`config.mk`:
```
export PLATFORM = sky130hd
export DESIGN_NAME = rom_fetch_ctrl
export DESIGN_NICKNAME = d
export VERILOG_FILES = /design/src/rtl/rom_fetch_ctrl_pkg.sv /design/src/rtl/rom_fetch_ctrl_fifo.sv /design/src/rtl/rom_fetch_ctrl.sv
export SDC_FILE = /design/constraint.sdc
export NUM_CORES = 1
export LEC_CHECK = 0
export ABC_AREA = 1
export ABC_CLOCK_PERIOD_IN_PS = 15900
export CAP_MARGIN = 5
export CORE_MARGIN = 3
export CORE_UTILIZATION = 58
export CTS_CLUSTER_DIAMETER = 150
export DETAILED_ROUTE_END_ITERATION = 8
export MAX_ROUTING_LAYER = met4
export PLACE_DENSITY = 0.95
export SLEW_MARGIN = 30
export SYNTH_ARGS = -nofsm -noshare
export SYNTH_HDL_FRONTEND = slang
export SYNTH_SLANG_ARGS = --single-unit
```
`constraint.sdc`:
```
create_clock -name clk_i -period 15.9 [get_ports clk_i]
set_input_delay 4.77 -clock clk_i [delete_from_list [all_inputs] [get_ports clk_i]]
set_output_delay 4.77 -clock clk_i [all_outputs]
set_load 0.03 [all_outputs]
```
`src/rtl/rom_fetch_ctrl_pkg.sv`:
```
// Shared fetch types and constants for the ROM instruction-fetch controller.
// Optional build macro FETCH_MISALIGN_CHK_EN is consumed by rom_fetch_ctrl.
package ifetch_pkg;

  localparam int INSTR_BYTES = 4;
  localparam int ADDR_LSB    = 2;

  typedef struct packed {
    logic [31:0] addr;
    logic [31:0] instr;
  } fetch_entry_t;

  function automatic logic [31:0] word_align(input logic [31:0] a);
    return {a[31:ADDR_LSB], {ADDR_LSB{1'b0}}};
  endfunction

endpackage

```
`src/rtl/rom_fetch_ctrl_fifo.sv`:
```
// Flushable shift-register FIFO of fetch entries; entry 0 is the registered head.
// Flush beats push; push and pop may coincide at any occupancy.
module fetch_fifo
  import ifetch_pkg::*;
#(
  parameter int DEPTH = 2,
  localparam int CW   = $clog2(DEPTH)
) (
  input  logic         clk_i,
  input  logic         rst_i,
  input  logic         push_i,
  input  logic         pop_i,
  input  logic         flush_i,
  input  fetch_entry_t din_i,
  output fetch_entry_t head_o,
  output logic [CW:0]  count_o,
  output logic         full_o,
  output logic         empty_o
);

  fetch_entry_t mem_r [DEPTH];
  fetch_entry_t mem_s [DEPTH];
  logic [CW:0]  count_r;
  logic [CW:0]  wr_idx_s;
  logic         pop_s;

  // Shift on pop, then drop the pushed entry into the first free slot.
  always_comb begin
    pop_s    = pop_i & (count_r != {(CW+1){1'b0}});
    wr_idx_s = count_r - {{CW{1'b0}}, pop_s};
    for (int i = 0; i < DEPTH - 1; i++) begin
      if (pop_s) begin
        mem_s[i] = mem_r[i+1];
      end else begin
        mem_s[i] = mem_r[i];
      end
    end
    mem_s[DEPTH-1] = mem_r[DEPTH-1];
    for (int i = 0; i < DEPTH; i++) begin
      if (push_i && (wr_idx_s == (CW+1)'(i))) begin
        mem_s[i] = din_i;
      end else begin
        mem_s[i] = mem_s[i];
      end
    end
  end

  // Storage and occupancy registers.
  always_ff @(posedge clk_i) begin
    if (rst_i) begin
      count_r <= {(CW+1){1'b0}};
      for (int i = 0; i < DEPTH; i++) begin
        mem_r[i] <= '0;
      end
    end else if (flush_i) begin
      count_r <= {(CW+1){1'b0}};
    end else begin
      count_r <= count_r + {{CW{1'b0}}, push_i} - {{CW{1'b0}}, pop_s};
      for (int i = 0; i < DEPTH; i++) begin
        mem_r[i] <= mem_s[i];
      end
    end
  end

  assign head_o  = mem_r[0];
  assign count_o = count_r;
  assign full_o  = (count_r == (CW+1)'(DEPTH));
  assign empty_o = (count_r == {(CW+1){1'b0}});

endmodule

```
`src/rtl/rom_fetch_ctrl.sv`:
```
// Instruction-fetch initiator for a 1-cycle sync-read ROM with credit-based issue and redirect flush.
// Build macro FETCH_MISALIGN_CHK_EN enables the sticky misaligned-redirect trap.
module rom_fetch_ctrl
  import ifetch_pkg::*;
#(
  parameter logic [31:0] BOOT_ADDR  = 32'h0000_0000,
  parameter int          FIFO_DEPTH = 2
) (
  input  logic        clk_i,
  input  logic        rst_i,
  input  logic [31:0] jmp_addr_i,
  input  logic        jmp_valid_i,
  output logic [31:0] instr_o,
  output logic [31:0] instr_addr_o,
  output logic        instr_valid_o,
  input  logic        instr_ready_i,
  output logic [31:0] rom_addr_o,
  input  logic [31:0] rom_rdata_i,
  output logic        fetch_misaligned_o
);

  localparam int CW = $clog2(FIFO_DEPTH);
  localparam int OW = CW + 2;
  localparam logic [OW-1:0] DEPTH_W = OW'(FIFO_DEPTH);

  logic [31:0]  pc_r;
  logic         inflight_r;
  logic [31:0]  inflight_addr_r;
  logic         misaligned_r;

  logic         pop_s;
  logic         push_s;
  logic         issue_s;
  logic         credit_s;
  logic [OW-1:0] occ_s;
  logic [CW:0]  count_s;
  logic         full_s;
  logic         empty_s;
  fetch_entry_t head_s;
  fetch_entry_t push_entry_s;

  // Issue credit, capture and redirect decode.
  always_comb begin
    pop_s        = ~empty_s & instr_ready_i;
    push_s       = inflight_r & ~jmp_valid_i;
    push_entry_s = '{addr: inflight_addr_r, instr: rom_rdata_i};
    rom_addr_o   = jmp_valid_i ? word_align(jmp_addr_i) : pc_r;
    occ_s        = OW'(count_s) - OW'(pop_s) + OW'(inflight_r);
    if (full_s) begin
      credit_s = pop_s & ~inflight_r;
    end else begin
      credit_s = (occ_s < DEPTH_W);
    end
`ifdef FETCH_MISALIGN_CHK_EN
    if (jmp_valid_i) begin
      issue_s = (jmp_addr_i[1:0] == 2'b00);
    end else begin
      issue_s = credit_s & ~misaligned_r;
    end
`else
    if (jmp_valid_i) begin
      issue_s = 1'b1;
    end else begin
      issue_s = credit_s;
    end
`endif
  end

  // PC, in-flight tracking and the sticky misalign flag.
  always_ff @(posedge clk_i) begin
    if (rst_i) begin
      pc_r            <= BOOT_ADDR;
      inflight_r      <= 1'b0;
      inflight_addr_r <= 32'h0000_0000;
      misaligned_r    <= 1'b0;
    end else begin
      if (issue_s) begin
        inflight_r      <= 1'b1;
        inflight_addr_r <= rom_addr_o;
        pc_r            <= rom_addr_o + 32'(INSTR_BYTES);
      end else begin
        inflight_r <= 1'b0;
      end
`ifdef FETCH_MISALIGN_CHK_EN
      if (jmp_valid_i) begin
        misaligned_r <= (jmp_addr_i[1:0] != 2'b00);
      end else begin
        misaligned_r <= misaligned_r;
      end
`else
      misaligned_r <= 1'b0;
`endif
    end
  end

`ifndef FETCH_MISALIGN_CHK_EN
  logic unused_s;
  assign unused_s = ^jmp_addr_i[1:0];
`endif

  fetch_fifo #(
    .DEPTH (FIFO_DEPTH)
  ) u_fifo (
    .clk_i   (clk_i),
    .rst_i   (rst_i),
    .push_i  (push_s),
    .pop_i   (pop_s),
    .flush_i (jmp_valid_i),
    .din_i   (push_entry_s),
    .head_o  (head_s),
    .count_o (count_s),
    .full_o  (full_s),
    .empty_o (empty_s)
  );

  assign instr_o            = head_s.instr;
  assign instr_addr_o       = head_s.addr;
  assign instr_valid_o      = ~empty_s;
  assign fetch_misaligned_o = misaligned_r;

endmodule

```
After elaboration in Yosys (flattened, before gate mapping)
Memory sizes are Yosys's and may differ from the RTL's.
Index checks and enable logic that the tools add are counted.
- add/subtract/negate cells: 6
- $lt $le $gt $ge: 1
- equal/unequal tests: 2
- muxes and demuxes: 14
- bitwise logic cells: 9
- reduce and logical (&&, ||, !) cells: 6
- operator list (kind ; count):
    $mux W64 ; 5
    $add A32 B3 Y32 const B ; 1
    $mux W32 ; 1
    $mux W1 ; 8
    $and A1 B1 Y1 ; 4
    $logic_not A2 Y1 ; 2
    $sub A2 B1 Y2 ; 2
    $add A3 B1 Y3 ; 1
    $lt A3 B2 Y1 const B ; 1
    $not A1 Y1 ; 3
    $sub A2 B1 Y3 ; 1
    $add A2 B1 Y2 ; 1
    $eq A2 B1 Y1 const B ; 1
    $eq A2 B2 Y1 const B ; 1
    $logic_and A1 B1 Y1 ; 2
    $or A1 B1 Y1 ; 2
    $reduce_bool A2 Y1 ; 1
    $reduce_or A2 Y1 ; 1
- register bits: 67
- memory bits (writable): 128
- bits of input ports: 68
- output and inout port bits: 98
- word-level logic and storage cells: 43
- memories kept: 1
- memory list (memory ; depth ; width ; read ports ; clocked after Yosys merged registers in ; write ports ; line ; RTL):
    u_fifo.mem_r ; 2 ; 64 ; 2 ; 0 ; 2 ; rom_fetch_ctrl_fifo.sv:21 ; fetch_entry_t mem_r [DEPTH];

Logic depth before layout (Yosys ltp)
- depth in word-level cells: 9
- gate-level depth with buffers: 18
- gate-level depth less buffers: 17

Modules after synthesis
Synthesis repeated with hierarchy kept, for this count alone.
- cells, all modules: 1323
- area, all modules: 10367.4 um^2
- by module, submodules not included (module ; times used ; cells an instance ; area each (um^2) ; sequential area each (um^2)):
    fetch_fifo ; 1 ; 701 ; 6389.9 ; 3883.7
    rom_fetch_ctrl ; 1 ; 622 ; 3977.6 ; 1261.2

Worst setup path before layout
OpenSTA, ideal clock, no wires.
- path type: in2out
- from: input jmp_valid_i
- to: output rom_addr_o[28]
- arrival: 5.587 ns
- required time: 11.130 ns
- setup slack: 5.543 ns
- stages on the path: 5
- path buffers: 3
- cell sequence: buf_6 buf_6 buf_6 o21ai_0 inv_1
- word-level cells in the longest chain between the ends: 1
- RTL lines (item ; line ; RTL):
    start: declaration ; rom_fetch_ctrl.sv:12 ; input logic jmp_valid_i,
    $mux W32 ; rom_fetch_ctrl.sv:47 ; rom_addr_o = jmp_valid_i ? word_align(jmp_addr_i) : pc_r;
    end: declaration ; rom_fetch_ctrl.sv:17 ; output logic [31:0] rom_addr_o,
No other way between the ends.

Final worst setup path
- from: input jmp_valid_i
- to: output rom_addr_o[31]
Same word-level chain as after synthesis.

==> flow_metrics.tcl <==
set metrics [dict create \
    status "finished, final reports clean" \
    vias_per_cell 5.29 \
    slew_headroom_pct 35.4 \
    crit_slowest_cell "clkdlybuf4s50_1" \
    yosysTopAreaCell "edfxtp_1" \
    synth_ff_type "edfxtp_1" \
    power_per_cell_area_nw_per_um2 113 \
    clock_latency_ns 0.43 \
    grt_setup_unrepaired "no" \
    drt_iter0_drc 559 \
    area_growth_pct 17.9 \
    worst-endpoint-required_ns 11.13 \
    finClkSkew_ns 0.00790 \
    yosysSeqAreaShare_pct 53.8 \
    drtPass1Iterations 5 \
    synth_cells 1073 \
    n_fill_cell 1204 \
    worst_pin_slew_ns 0.967 \
    worstSetupEndpointType "output port" \
    drc 0 \
    finalHoldViolCount 0 \
    crit_chain "buf_2, buf_4, inv_2, or2_2, o21ai_0, inv_1, clkdlybuf4s50_1" \
    crit_arrival_ns 7.02 \
    clkSlewWorstSetupHoldPaths_ns 0.07 \
    dpl_cell_area_um2 10700 \
    synth-edff-count 128 \
    period_minus_slack_ns 11.79 \
    placementRows 46 \
    io_buffers 162 \
    die_area_um2 18100 \
    start_kind "input port" \
    setup_viol 0 \
    fin_crit_sh_pct 74.2 \
    ys_warn_count 0 \
    dp_hpwl_um 14100 \
    core_um2 16000 \
    drive_gt1_share_pct 8.23 \
    antenna_found_initial 0 \
    wirelength_um 20600 \
    gp_congestion 0.916 \
    synthDistinctLibCells 40 \
    cts_setup_buffers 0 \
    final_nets 1216 \
    fin_area_um2 11300 \
    fp.dieW_um 134 \
    final.setup.tns_ns 0 \
    cts_max_level 4 \
    syn_avg_cell_area_um2 8.91 \
    hp-class "reg2reg" \
    ys_top_cells_by_area "edfxtp_1 (40%), dfxtp_1 (14%), nor2_1 (7.8%), nand2_1 (6.4%), a211oi_1 (6.0%)" \
    cts.repair.resized 0 \
    grt_max_degree 129 \
    synth_seq_cells 193 \
    cts_hold_buf 0 \
    overflow 0 \
    synth_top_cell_area_share_pct 40.2 \
    critPathKind "in2out" \
    grt.total_usage_pct 23.9 \
    io_pins 166 \
    path_max_fanout 47 \
    p_leak_nw 4.51 \
    fmax_ghz 0.0848 \
    cts-root-buf "clkbuf_16" \
    cts_buffers 17 \
    cts_tree "yes" \
    grt_pass1_wl_um 33600 \
    async_flop_share_pct 0 \
    clock_sinks 193 \
    clockBufferDepth 2 \
    detail-route-antenna-nets 0 \
    synth_fp_nets 1147 \
    grt_pass1_vias 6897 \
    drv_slew 0 \
    netlist_area_um2 9570 \
    insertedDiodeCount 0 \
    initial_core_util_pct 59.8 \
    ir_worst_vdd_mv 0.0823 \
    die_h_um 134 \
    drv_cap 0 \
    via_count 7247 \
    wl_per_cell_um 15.0 \
    max_stage_delay_ns 0.61 \
]
-- sequential cells by signal (all words and copies together), names as in the netlist --
name             count
u_fifo.count_o       2
inflight_r           1
pc_r                32
inflight_addr_r     30
u_fifo.mem_r       128
-- power by group --
part / leakage [nW] / switching (W) / internal (W) / total, W
clock: 0.279 / 0.000192 / 0.000210 / 0.000402
sequential: 1.87 / 0.0000161 / 0.000588 / 0.000604
combinational: 2.36 / 0.000174 / 0.0000940 / 0.000268
total: 4.51 / 0.000382 / 0.000892 / 0.00127
-- cells in the mapped netlist (6+ instances only) --
cell,n
nand3_1,29
nor2_4,8
nor2_2,9
o21ai_1,11
nand2_1,164
edfxtp_1,128
a21oi_1,41
o21ai_0,31
dfxtp_1,65
inv_1,131
clkbuf_1,17
buf_2,22
buf_6,6
buf_4,72
nor2_1,198
nand2_2,20
a211oi_1,76
-- worst paths after layout --
path	from	to	slack (ns)	cells past startpoint
min	inflight_addr_r[22]	inflight_addr_r[22]	0.47	2
max	jmp_valid_i	rom_addr_o[31]	4.11	7
max reg2reg	u_fifo.count_o[1]	pc_r[19]	11.79	17
min reg2reg	inflight_addr_r[22]	inflight_addr_r[22]	0.47	2
-- layout make-up --
cell class / instances / area (um^2) / share of cell area, %
clock buffer: 18 / 439 / 3.89
tap: 216 / 270 / 2.40
inverter: 135 / 509 / 4.52
multi-input combinational: 626 / 3120 / 27.6
timing repair buffer: 169 / 1670 / 14.8
sequential: 193 / 5140 / 45.6
clock inverter: 14 / 124 / 1.10
-- worst max-delay path, delay by kind of cell --
family                 cells  cell delay [ns]
and+or+nand+nor            1             0.39
buffers and inverters      5             1.64
AOI/OAI and AO/OA          1             0.20
-- logic make-up (layout without fill, tap and decap cells) --
family	count (synthesis)	in the layout	share of synthesized area [%]
and+or+nand+nor	443	443	19.9
buffers and inverters	254	336	13.7
DFF	193	193	53.8
AOI/OAI and AO/OA	173	173	11.4
adders and majority gates	6	6	0.863
xor gates and xnor gates	3	3	0.275
other	1	1	0.0392
-- cell usage in the layout (no fill, tap or decap), types with 3 or more instances in the layout --
| master | count |
|---|---|
| edfxtp_1 | 128 |
| nand2_1 | 162 |
| nand2_4 | 5 |
| nor2_4 | 8 |
| o21ai_0 | 31 |
| o21ai_2 | 3 |
| ha_1 | 5 |
| nand2_2 | 21 |
| a21oi_1 | 41 |
| dfxtp_1 | 65 |
| clkdlybuf4s50_1 | 161 |
| nor2_2 | 9 |
| o21ai_1 | 11 |
| nand3_1 | 29 |
| inv_8 | 4 |
| clkinv_2 | 4 |
| clkbuf_16 | 17 |
| o21bai_1 | 3 |
| inv_1 | 131 |
| buf_4 | 6 |
| a211oi_1 | 76 |
| nor2_1 | 198 |
| clkinv_4 | 5 |
| nand4_1 | 4 |
-- per-layer routing --
metal	track usage, %	wire, um	vias up
met5	-	0	-
met4	7.58	327	0
met3	4.80	1770	32
met2	37.3	9780	339
met1	31.7	8680	3290
li1	-	-	3586
-- stage by stage --
step           setup slack, ns  utilization (%)  instances  total power, W  hold WS, ns
2_1_floorplan             5.54                -       1073        0.000809        0.440
3_3_place_gp              4.19             66.9       1339        0.000870        0.453
3_5_place_dp              4.16             67.0       1339        0.000880        0.459
4_1_cts                   4.13             70.5       1371         0.00128        0.469
5_1_grt                   3.94             70.5       1371         0.00133        0.487
6_report                  4.11             70.5       1371         0.00127        0.468
No activity file was read; power rests on OpenSTA's default activity.
